### config.mk
export PLATFORM = sky130hd
export DESIGN_NAME = error_code_collector
export DESIGN_NICKNAME = d
export VERILOG_FILES = /design/src/rtl/led_code_pkg.sv /design/src/rtl/err_filter.sv /design/src/rtl/error_code_collector.sv
export SDC_FILE = /design/constraint.sdc
export NUM_CORES = 1
export LEC_CHECK = 0
export CELL_PAD_IN_SITES_DETAIL_PLACEMENT = 1
export CELL_PAD_IN_SITES_GLOBAL_PLACEMENT = 1
export CORE_MARGIN = 8
export CORE_UTILIZATION = 45
export CTS_CLUSTER_SIZE = 10
export DETAILED_ROUTE_END_ITERATION = 8
export GPL_TIMING_DRIVEN = 0
export HOLD_SLACK_MARGIN = 0.15
export PLACE_DENSITY_LB_ADDON = 0.1
export SLEW_MARGIN = 20
export SYNTH_ARGS = -nofsm -noshare
export SYNTH_HDL_FRONTEND = slang
export SYNTH_SLANG_ARGS = --single-unit
### constraint.sdc
create_clock -name clk -period 9.5 [get_ports clk]
set_input_delay 0.95 -clock clk [delete_from_list [all_inputs] [get_ports clk]]
set_output_delay 0.95 -clock clk [all_outputs]
set_load 0.05 [all_outputs]
### src/rtl/led_code_pkg.sv
// Shared code/time definitions for the error collector and the LED blinker.
// Both blocks use the same cycle conversions so their timing math agrees.
package led_code_pkg;

    localparam int unsigned NO_ERROR_CODE = 0;

    typedef enum logic {
        IDLE = 1'b0,
        SHOW = 1'b1
    } state_e;

    // Conversions clamp to 1 so a zero-length interval still costs one cycle.
    function automatic int unsigned us_to_cycles(input int unsigned us, input int unsigned freq_hz);
        int unsigned c;
        c = us * (freq_hz / 1_000_000);
        return (c < 1) ? 1 : c;
    endfunction

    function automatic int unsigned ms_to_cycles(input int unsigned ms, input int unsigned freq_hz);
        int unsigned c;
        c = ms * (freq_hz / 1000);
        return (c < 1) ? 1 : c;
    endfunction

endpackage

### src/rtl/err_filter.sv
// One error flag: 2-flop synchroniser followed by a persistence counter.
// qualified is high while the synced flag has been high for FILTER_CYCLES samples.
module err_filter
    import led_code_pkg::*;
#(
    parameter int unsigned FILTER_CYCLES = 1
) (
    input  logic clk,
    input  logic reset,
    input  logic flag_in,
    output logic qualified
);

    localparam logic [31:0] COUNT_MAX = 32'(FILTER_CYCLES - 1);

    logic        sync1_q, sync1_d;
    logic        sync2_q, sync2_d;
    logic [31:0] count_q, count_d;

    always_comb begin
        sync1_d = flag_in;
        sync2_d = sync1_q;
        count_d = '0;
        if (sync2_q) begin
            count_d = (count_q == COUNT_MAX) ? count_q : count_q + 32'd1;
        end
    end

    always_ff @(posedge clk or posedge reset) begin
        if (reset) begin
            sync1_q <= 1'b0;
            sync2_q <= 1'b0;
            count_q <= '0;
        end else begin
            sync1_q <= sync1_d;
            sync2_q <= sync2_d;
            count_q <= count_d;
        end
    end

    assign qualified = sync2_q & (count_q == COUNT_MAX);

endmodule

### src/rtl/error_code_collector.sv
// Filters and latches error flags as sticky bits, then presents them one at a
// time as numeric codes (source i -> i+1), rotating round-robin with a minimum hold.
module error_code_collector
    import led_code_pkg::*;
#(
    parameter int unsigned CLOCK_FREQ    = 50_000_000,
    parameter int unsigned SOURCES_COUNT = 8,
    parameter int unsigned BITS_COUNT    = 8,
    parameter int unsigned FILTER_US     = 100,
    parameter int unsigned HOLD_MS       = 3_000
) (
    input  logic                     clk,
    input  logic                     reset,
    input  logic [SOURCES_COUNT-1:0] err_flags,
    input  logic [SOURCES_COUNT-1:0] err_mask,
    input  logic                     clear,
    output logic [BITS_COUNT-1:0]    error_code,
    output logic                     error_valid,
    output logic [SOURCES_COUNT-1:0] error_sticky
);

    localparam int unsigned FILTER_CYCLES = us_to_cycles(FILTER_US, CLOCK_FREQ);
    localparam int unsigned HOLD_CYCLES   = ms_to_cycles(HOLD_MS, CLOCK_FREQ);
    localparam logic [31:0] HOLD_LAST     = 32'(HOLD_CYCLES - 1);

    // First pending source at or after index start (wrapping), as a code; 0 if none.
    function automatic logic [BITS_COUNT-1:0] rr_next_code(
        input logic [SOURCES_COUNT-1:0] pend,
        input int unsigned              start
    );
        logic [BITS_COUNT-1:0] code;
        logic                  found;
        int unsigned           j;
        code  = BITS_COUNT'(NO_ERROR_CODE);
        found = 1'b0;
        for (int unsigned k = 0; k < SOURCES_COUNT; k++) begin
            j = start + k;
            if (j >= SOURCES_COUNT) begin
                j = j - SOURCES_COUNT;
            end
            if (!found && pend[j]) begin
                found = 1'b1;
                code  = BITS_COUNT'(j + 1);
            end
        end
        return code;
    endfunction

    logic [SOURCES_COUNT-1:0] qualified;
    logic [SOURCES_COUNT-1:0] sticky_q, sticky_d;
    state_e                   state_q, state_d;
    logic [BITS_COUNT-1:0]    code_q, code_d;
    logic                     valid_q, valid_d;
    logic [31:0]              timer_q, timer_d;
    logic [BITS_COUNT-1:0]    next_code;
    int unsigned              search_start;

    for (genvar i = 0; i < SOURCES_COUNT; i++) begin : g_filter
        err_filter #(
            .FILTER_CYCLES(FILTER_CYCLES)
        ) u_filter (
            .clk      (clk),
            .reset    (reset),
            .flag_in  (err_flags[i]),
            .qualified(qualified[i])
        );
    end

    // A new qualification in the same cycle as clear survives.
    always_comb begin
        sticky_d = ({SOURCES_COUNT{~clear}} & sticky_q) | (qualified & ~err_mask);
    end

    // Current code c belongs to index c-1, so the search starts at index c.
    always_comb begin
        search_start = (state_q == SHOW) ? int'(code_q) : 0;
        next_code    = rr_next_code(sticky_q, search_start);
        state_d      = state_q;
        code_d       = code_q;
        valid_d      = valid_q;
        timer_d      = timer_q;
        case (state_q)
            IDLE: begin
                code_d  = BITS_COUNT'(NO_ERROR_CODE);
                valid_d = 1'b0;
                if (next_code != BITS_COUNT'(NO_ERROR_CODE)) begin
                    code_d  = next_code;
                    valid_d = 1'b1;
                    timer_d = '0;
                    state_d = SHOW;
                end
            end
            SHOW: begin
                if (timer_q == HOLD_LAST) begin
                    timer_d = '0;
                    if (next_code != BITS_COUNT'(NO_ERROR_CODE)) begin
                        code_d  = next_code;
                        valid_d = 1'b1;
                    end else begin
                        code_d  = BITS_COUNT'(NO_ERROR_CODE);
                        valid_d = 1'b0;
                        state_d = IDLE;
                    end
                end else begin
                    timer_d = timer_q + 32'd1;
                end
            end
            default: begin
                state_d = IDLE;
                code_d  = BITS_COUNT'(NO_ERROR_CODE);
                valid_d = 1'b0;
                timer_d = '0;
            end
        endcase
    end

    always_ff @(posedge clk or posedge reset) begin
        if (reset) begin
            sticky_q <= '0;
            state_q  <= IDLE;
            code_q   <= '0;
            valid_q  <= 1'b0;
            timer_q  <= '0;
        end else begin
            sticky_q <= sticky_d;
            state_q  <= state_d;
            code_q   <= code_d;
            valid_q  <= valid_d;
            timer_q  <= timer_d;
        end
    end

    assign error_code   = code_q;
    assign error_valid  = valid_q;
    assign error_sticky = sticky_q;

endmodule

==> Word level (Yosys, flattened, before mapping) <==
Cells that the tools add are included.
{ "op_classes": {"n_lt_le_gt_ge": 16, "mul": 0, "eq_ne": 19, "n_mux": 67, "shift": 0, "n_div": 0, "n_reduce_logical": 15, "addsub": 32, "bitwise_logic": 14} }
{ "ops": {"columns": ["op", "n"], "rows": [
  ["$mux 32", 26],
  ["$add 32x1->32 const B", 9],
  ["$eq 32x13->1 const B", 8],
  ["$lt 32x4->1 const B", 8],
  ["$mux 8", 11],
  ["$sub 9x4->10 const B", 7],
  ["$add 8x1->8 const B", 8],
  ["$pmux 32 s2", 1],
  ["$ge 9x4->1 const B", 7],
  ["$add 8x3->9 const B", 4],
  ["$eq 32x28->1 const B", 1],
  ["$bmux 1 s3", 8],
  ["$add 8x2->9 const B", 2],
  ["$mux 1", 18],
  ["$ne 2x2->1 const B", 9],
  ["$and 8x8->8", 2],
  ["$pmux 8 s2", 1],
  ["$add 8x1->9 const B", 1],
  ["$sub 8x4->9 const B", 1],
  ["$and 1x1->1", 8],
  ["$ge 8x4->1 const B", 1],
  ["$not 8->8", 1],
  ["$or 8x8->8", 1],
  ["$reduce_bool 8->1", 1],
  ["other kinds (5)", 19]
]} }
{ "word_totals": {"mem_bits_rw": 0, "rom_bits": 0, "wordCells": 192, "register_bits": 322, "output_inout_bits": 17, "latchBits": 0, "n_memories": 0, "inputBits": 19} }

==> Logic depth before layout (Yosys ltp) <==
Gate-level depths: netlist of the first run.
{ "logic_depth": {"ltp_word": 31, "mapped_depth": 28, "ltp_nobuf": 18} }

==> Cells and area by module <==
Synthesis of the first run repeated with hierarchy kept, for this count alone.
{ "hier_totals": {"hier_cells": 2504, "hier_area_um2": 21948.6} }
{ "by_module_without_submodules": {"columns": ["mod", "area_each_um2", "seq_area_each_um2", "n_inst", "cells_each"], "rows": [
  ["err_filter at g_filter[0].u_filter ...", 1813.0, 850.8, 7, 192],
  ["error_code_collector", 7350.8, 1251.2, 1, 961],
  ["err_filter at g_filter[7].u_filter", 1906.8, 850.8, 1, 199]
]} }

==> Worst setup path before layout of the first run <==
No wires, ideal clock.
{ "synth_path": {"kind": "reg-to-reg", "start": "reg state_q", "end": "reg timer_q[19]", "synth_period_minus_slack_ps": 5916, "setup_ps": 104, "path_stages_with_launch": 28, "n_path_buf": 11, "arrival_ps": 5812, "path_slack_ps": 3584, "t_required_ps": 9396, "cell_sequence": "dfrtp_1 -> buf_6 -> buf_6 -> buf_2 -> buf_2 -> buf_2 -> clkbuf_1 -> buf_2 -> buf_1 -> and2_1 -> ha_1 -> clkbuf_1 -> nor2_1 -> a221oi_2 -> inv_1 -> ha_1 -> or3_1 -> nor3_1 -> xnor2_1 -> nor4_1 -> nor4_1 -> a2111oi_0 -> a211oi_1 -> nand2_1 -> or4_1 -> buf_2 -> buf_6 -> o41ai_2"} }
{ "synth_via": {"elab_chain_cells": 29, "word_cells_on_any_way": 89, "classes_between": "add/sub: 23; order compare: 8; eq/ne: 1; mux: 41; bitwise: 1; reduce/logical: 15"} }
{ "synth_rtl": {"columns": ["element", "line_no", "text"], "rows": [
  ["start, declared", "error_code_collector.sv:51", "state_e state_q, state_d;"],
  ["start signal, assigned", "error_code_collector.sv:126", "state_q <= state_d;"],
  ["branches (longest 29 deep; another with $sub 9x4->10)", null, null],
  ["end signal, assigned", "error_code_collector.sv:129", "timer_q <= timer_d;"],
  ["end, declared", "error_code_collector.sv:54", "logic [31:0] timer_q, timer_d;"]
]} }
Parallel ways; which one is timed is not known. The select of a mux whose other input is x is not followed.
A chain may end at the register's enable or synchronous reset.

==> Worst setup path in the final report of the first run <==
{ "layout_path": {"start": "reg state_q", "end": "reg timer_q[2]"} }
Same word-level chain as after synthesis.

==> flow_metrics.py, run 1 <==
metrics = {
    "synthesis": {
        "synth_top_area_share_pct": 38.70,
        "synth.top_cells.by_area": "dfrtp_1 39%, xnor2_1 8.2%, and2_1 5.4%",
        "syn-num-nets": 2379,
        "syn_inst": 2329,
        "synth_edf_count": 0,
        "seq_area_frac_synth_pct": 38.70,
        "yosysWarningCount": 0,
        "synthArstFlopShare_pct": 100.0,
        "syn_area_um2": 20820,
        "ys_ff_latch": 322,
        "ys.flop_type": "dfrtp_1",
        "yosysTopAreaCell": "dfrtp_1",
        "avgSynthCellArea_um2": 8.939,
        "synth_cell_types": 101,
    },
    "clock_network": {
        "postCtsHoldBufs": 0,
        "cts-root-buf": "clkbuf_16",
        "clk_pin_slew_ns": 0.05,
        "post_cts.repair.setup_buffers": 0,
        "htreeDepth": 2,
        "cts_resized": 0,
        "cts_buffers": 41,
        "clk_latency_ns": 0.56,
        "clk_path_buf_depth": 3,
        "cts_tree": "done",
        "cts_num_sinks": 322,
    },
    "final_layout": {
        "num_antenna_cells": 0,
        "final_common_cell": "dfrtp_1",
        "instances_no_fill": 3043,
        "nNetsFinal": 2468,
        "final_cell_mix": "322 x dfrtp_1, 196 x nor2_1, 196 x xnor2_1, 181 x and2_1, 174 x nand2_1",
        "fill_cells": 5448,
        "area_growth_pct": 12.54,
        "drive_above_1_share_pct": 7.143,
        "design_area_um2": 23430,
        "final_util_pct": 50.87,
    },
    "floorplanning": {
        "boundaryPins": 36,
        "die_h_um": 231.1,
        "die_w_um": 231.1,
        "start_util_pct": 45.20,
        "die_area_um2": 53400,
        "num_rows": 79,
        "core_um2": 46060,
    },
    "setup_path": {
        "worstPathRequired_ns": 9.94,
        "crit_fanout": 10,
        "path_delay_family": "buffers and inverters",
        "start_kind": "register",
        "crit_top_cell": "buf_2",
        "cp.arrival_ns": 8.75,
        "slowest_stage": "o41ai_1",
        "crit_buf_inv": 13,
        "setup.worst_path.end_class": "register",
        "worst-setup-path-type": "register to register",
        "slowest_delay_ns": 0.80,
        "crit_start": "state_q$_DFF_PP0_",
        "reg2reg_from": "state_q$_DFF_PP0_",
    },
    "pwr": {
        "p_per_area_nw_per_um2": 194.6,
        "combPwrFrac_pct": 35.8,
        "p_seq_share_pct": 31.6,
        "clkPwrFrac_pct": 32.6,
        "vdd_drop_max_v": 0.0001218,
        "intPower_w": 0.002872,
        "switching_share_pct": 37.02,
        "netSwitchingPower_w": 0.001688,
        "power.leakage_nw": 9.685,
    },
    "sta": {
        "worst_pin_slew_ns": 0.9777,
        "final-max-slew-violation-count": 0,
        "skew_ns": 0.02218,
        "fin_crit_sh_pct": 87.45,
        "tns_ns": 0,
        "hold_viol_final": 0,
        "fmax_mhz": 120.4,
        "slew_headroom_pct": 33.90,
        "rsz0062_at_grt": "no",
        "period_needed_ns": 8.307,
        "setup_viol": 0,
    },
    "route": {
        "viasPerCell": 5.910,
        "detail-route-antenna-nets": 0,
        "dr.max_layer_used": "met5",
        "drt-pass1-iter-count": 4,
        "drc": 0,
        "wl_mm": 61.06,
        "routed-wl-met2_mm": 29.17,
        "vias": 17990,
        "drtIter0Drc": 1063,
        "met1_length_mm": 27.40,
        "wl_per_cell_um": 20.07,
        "dr_wl_met3_mm": 2.597,
    },
    "worst_hold_path": {
        "hp-class": "register to register",
        "min_from": "g_filter[0].u_filter.sync1_q$_DFF_PP0_",
    },
    "placed_design": {
        "gp_congestion": 0.9525,
        "hpwl_mm": 44.55,
        "dp.cells": 2982,
        "port-buffer-count": 35,
        "placed_area_um2": 22160,
    },
    "outcome": {
        "outcome": "finished, final reports clean",
    },
    "grt": {
        "overflow": 0,
        "antenna_found_initial": 1,
        "grt_use_total_pct": 22.73,
        "grt_pass1_vias": 18830,
        "grt_pass1_wl_mm": 100.7,
        "grt_max_degree": 34,
    },
    "job": {
        "drv_cap": 0,
    },
}
## state kept, by name, indices dropped and copies added (netlist names)
name,count
g_filter.u_filter.sync2_q,8
g_filter.u_filter.sync1_q,8
timer_q,32
state_q,1
error_valid,1
g_filter.u_filter.count_q,256
error_sticky,8
error_code,8
## worst paths after layout
path,to,slack [ns],cells past startpoint
min in group asynchronous,g_filter[5].u_filter.sync1_q$_DFF_PP0_,0.85,2
worst max-delay path,timer_q[2]$_DFFE_PP0P_,1.19,27
max in group asynchronous,g_filter[0].u_filter.count_q[1]$_DFFE_PP0P_,7.15,7
worst max register to register,timer_q[2]$_DFFE_PP0P_,1.19,27
worst min register to register,g_filter[0].u_filter.sync2_q$_DFF_PP0_,0.35,0
worst min-delay path,g_filter[0].u_filter.sync2_q$_DFF_PP0_,0.35,0
## power by group through the flow
stage          Clock, W  Combinational [W]  Sequential (W)
3_3_place_gp          0            0.00156         0.00147
3_5_place_dp          0            0.00160         0.00147
6_report        0.00149            0.00163         0.00144
4_1_cts         0.00153            0.00161         0.00144
2_1_floorplan         0            0.00112         0.00148
5_1_grt         0.00158            0.00175         0.00145
## cells in the mapped netlist (8+ instances only)
cell type    n
ha_1        31
nand3_1    147
nor2b_1     22
inv_1       84
and4_1      12
or4_1       11
nand2_1    174
mux2i_1     23
o41ai_2     21
nor4b_1     14
buf_2       22
xor2_1      80
nand2b_1    14
a211oi_1    10
nand3b_1    24
a21boi_0    35
nor4_1      62
clkbuf_1    65
o21ai_1     11
dfrtp_1    322
and3_1      43
nor3_1      63
o211ai_1    10
or3_1       49
nand4_1     74
xnor2_1    196
nand4b_1     8
a31oi_1     17
a21oi_1     61
and2_1     181
nor2_1     196
o21ai_0     81
## per-stage QoR
| stage | setup slack (ns) | hold WS (ns) | total power (W) |
|---|---|---|---|
| 2_1_floorplan | 3.584 | 0.3312 | 0.002599 |
| 3_3_place_gp | 1.406 | 0.3323 | 0.003022 |
| 6_report | 1.193 | 0.3472 | 0.004559 |
| 3_5_place_dp | 1.348 | 0.3362 | 0.003063 |
| 5_1_grt | 0.8711 | 0.3494 | 0.004777 |
| 4_1_cts | 1.317 | 0.3467 | 0.004582 |
## final cells by class
class / count / area (um2) / area share (%)
buffer: 101 / 471.7 / 2.013
timing repair buffer: 46 / 578.1 / 2.467
multi-input combinational: 1817 / 11970 / 51.09
clock buffer: 55 / 1161 / 4.955
inverter: 89 / 342.8 / 1.463
sequential: 322 / 8058 / 34.39
tap: 607 / 759.5 / 3.241
clock inverter: 6 / 90.09 / 0.3845
## metal layers
layer / up-vias / global-route usage, %
met4: 2 / 8.018
met2: 354 / 37.49
met5: - / 0
met3: 122 / 3.423
met1: 9090 / 30.20
li1: 8417 / -
## logic make-up (layout without fill, tap and decap cells)
kind of cell	Yosys count	in the layout	synth area share, %
simple gates	1126	1126	29.13
compound gates	341	341	11.98
flops	322	322	38.70
xor+xnor	279	279	11.93
buf+inv	190	297	3.894
mux	40	40	2.494
fa+ha+maj	31	31	1.863
Power figures use the tool's default switching activity.
==> inputs of run 2 (changes only) <==
Settings changed: MAX_ROUTING_LAYER from default to met4.
==> flow_metrics.py, run 2 (synthesis results as in run 1) <==
metrics = {
    "floorplanning": {
        "num_rows": 79,
        "boundaryPins": 36,
        "start_util_pct": 45.20,
        "die_h_um": 231.1,
        "core_um2": 46060,
        "die_w_um": 231.1,
        "die_area_um2": 53400,
    },
    "sta": {
        "rsz0062_at_grt": "no",
        "fmax_mhz": 117.3,
        "skew_ns": 0.02585,
        "worst_pin_slew_ns": 1.026,
        "tns_ns": 0,
        "hold_viol_final": 0,
        "fin_crit_sh_pct": 89.72,
        "slew_headroom_pct": 31.00,
        "final-max-slew-violation-count": 0,
        "period_needed_ns": 8.523,
        "hold_slack_ns": 0.3449,
        "setup_viol": 0,
    },
    "route": {
        "drc": 0,
        "detail-route-antenna-nets": 0,
        "drt-pass1-iter-count": 7,
        "vias": 17950,
        "wl_mm": 61.31,
        "viasPerCell": 5.903,
        "drtIter0Drc": 1004,
        "wl_per_cell_um": 20.16,
    },
    "placed_design": {
        "hpwl_mm": 45.07,
        "gp_congestion": 0.9570,
        "port-buffer-count": 35,
        "placed_area_um2": 22170,
    },
    "grt": {
        "grt_pass1_vias": 18940,
        "antenna_found_initial": 1,
        "grt_max_degree": 35,
        "grt_pass1_wl_mm": 101.7,
        "grt_use_total_pct": 23.61,
        "overflow": 0,
    },
    "clock_network": {
        "cts_buffers": 40,
        "cts_resized": 0,
        "postCtsHoldBufs": 0,
        "htreeDepth": 2,
        "cts-root-buf": "clkbuf_16",
        "clk_latency_ns": 0.55,
        "clk_path_buf_depth": 3,
        "cts_num_sinks": 322,
        "post_cts.repair.setup_buffers": 0,
        "cts_tree": "done",
        "clk_pin_slew_ns": 0.05,
    },
    "final_layout": {
        "final_util_pct": 50.65,
        "top_regs": "g_filter.u_filter.count_q: 256 flops, timer_q: 32 flops",
        "final_common_cell": "dfrtp_1",
        "fill_cells": 5394,
        "multi_input_comb_area_um2": 11960,
        "register_area_um2": 8058,
        "area_growth_pct": 12.06,
        "final_cell_mix": "322 x dfrtp_1, 196 x nor2_1, 196 x xnor2_1, 181 x and2_1, 174 x nand2_1",
        "drive_above_1_share_pct": 6.946,
        "design_area_um2": 23330,
        "largest-register": "g_filter.u_filter.count_q",
        "nNetsFinal": 2467,
        "largest_reg_flops": 256,
    },
    "setup_path": {
        "setup.worst_path.end_class": "register",
        "r2r_end": "timer_q[4]$_DFFE_PP0P_",
        "worst-setup-path-type": "register to register",
        "crit_start": "state_q$_DFF_PP0_",
        "cp.arrival_ns": 8.96,
        "reg2reg_from": "state_q$_DFF_PP0_",
        "crit_end": "timer_q[4]$_DFFE_PP0P_",
        "crit_fanout": 10,
        "start_kind": "register",
        "rrSetupSlack_ns": 0.98,
        "rr_worst_depth": 27,
        "worstPathRequired_ns": 9.93,
    },
    "pwr": {
        "p_per_area_nw_per_um2": 191.8,
        "vdd_drop_max_v": 0.0001274,
        "power.leakage_nw": 9.641,
    },
    "job": {
        "drv_cap": 0,
    },
    "worst_hold_path": {
        "min_from": "g_filter[3].u_filter.sync1_q$_DFF_PP0_",
        "hp-class": "register to register",
    },
    "outcome": {
        "outcome": "finished, final reports clean",
    },
}
==> run 2: per-stage QoR <==
stage | setup WS [ns] | power [W] | std cells
after global placement | 1.320 | 0.003023 | 2971
after floorplan | 3.584 | 0.002599 | 2329
final | 0.9766 | 0.004475 | 3041
after detailed placement | 1.174 | 0.003068 | 2982
after global routing | 0.6365 | 0.004683 | 3041
after CTS | 1.115 | 0.004488 | 3040
==> run 2: routing by layer <==
layer	routed length [um]	global-route usage (%)	vias up
met4	1689	7.246	0
met5	0	-	-
met3	2332	2.934	121
met1	27630	30.60	9035
met2	29660	38.48	371
li1	-	-	8424
==> run 2: how the worst min path moves through the flow <==
stage / to / slack [ns] / depth (start not counted)
after detailed placement: g_filter[3].u_filter.sync2_q$_DFF_PP0_ / 0.34 / 0
after floorplan: g_filter[0].u_filter.sync2_q$_DFF_PP0_ / 0.33 / 0
final: g_filter[3].u_filter.sync2_q$_DFF_PP0_ / 0.34 / 0
after global routing: g_filter[1].u_filter.sync2_q$_DFF_PP0_ / 0.35 / 0
after global placement: g_filter[3].u_filter.sync2_q$_DFF_PP0_ / 0.33 / 0
after CTS: g_filter[3].u_filter.sync2_q$_DFF_PP0_ / 0.35 / 0
==> run 2: area by class of cell <==
| cell class | count | share of cell area (%) |
|---|---|---|
| Multi-Input combinational cell | 1817 | 51.28 |
| Sequential cell | 322 | 34.54 |
| Clock buffer | 52 | 4.612 |
| Tap cell | 607 | 3.255 |
| Timing Repair Buffer | 46 | 2.510 |
| Buffer | 101 | 2.022 |
| Inverter | 89 | 1.469 |
| Clock inverter | 6 | 0.3003 |
| Antenna cell | 1 | 0.01073 |
==> run 2: power breakdown <==
part	switching (W)	internal, W
registers	0.0000384	0.00141
clock network	0.000578	0.000813
logic	0.00107	0.000568
==> run 2: critical path, stage by stage, from the launching register on <==
cell and delay [ns]:
dfrtp_1 0.39, buf_6 0.18, buf_6 0.17, buf_2 0.24
buf_2 0.37, buf_2 0.38, clkbuf_1 0.46, buf_2 0.41
buf_1 0.59, and2_1 0.27, ha_1 0.15, clkbuf_1 0.33
nor2_1 0.18, a221oi_2 0.52, inv_1 0.19, ha_1 0.27
inv_1 0.11, a211oi_1 0.06, a211oi_2 0.38, a21oi_1 0.13
o41ai_1 0.91, o31ai_1 0.24, a2bb2oi_1 0.20, a21o_1 0.22
or4_1 0.48, buf_2 0.18, buf_6 0.17, o41ai_2 0.21
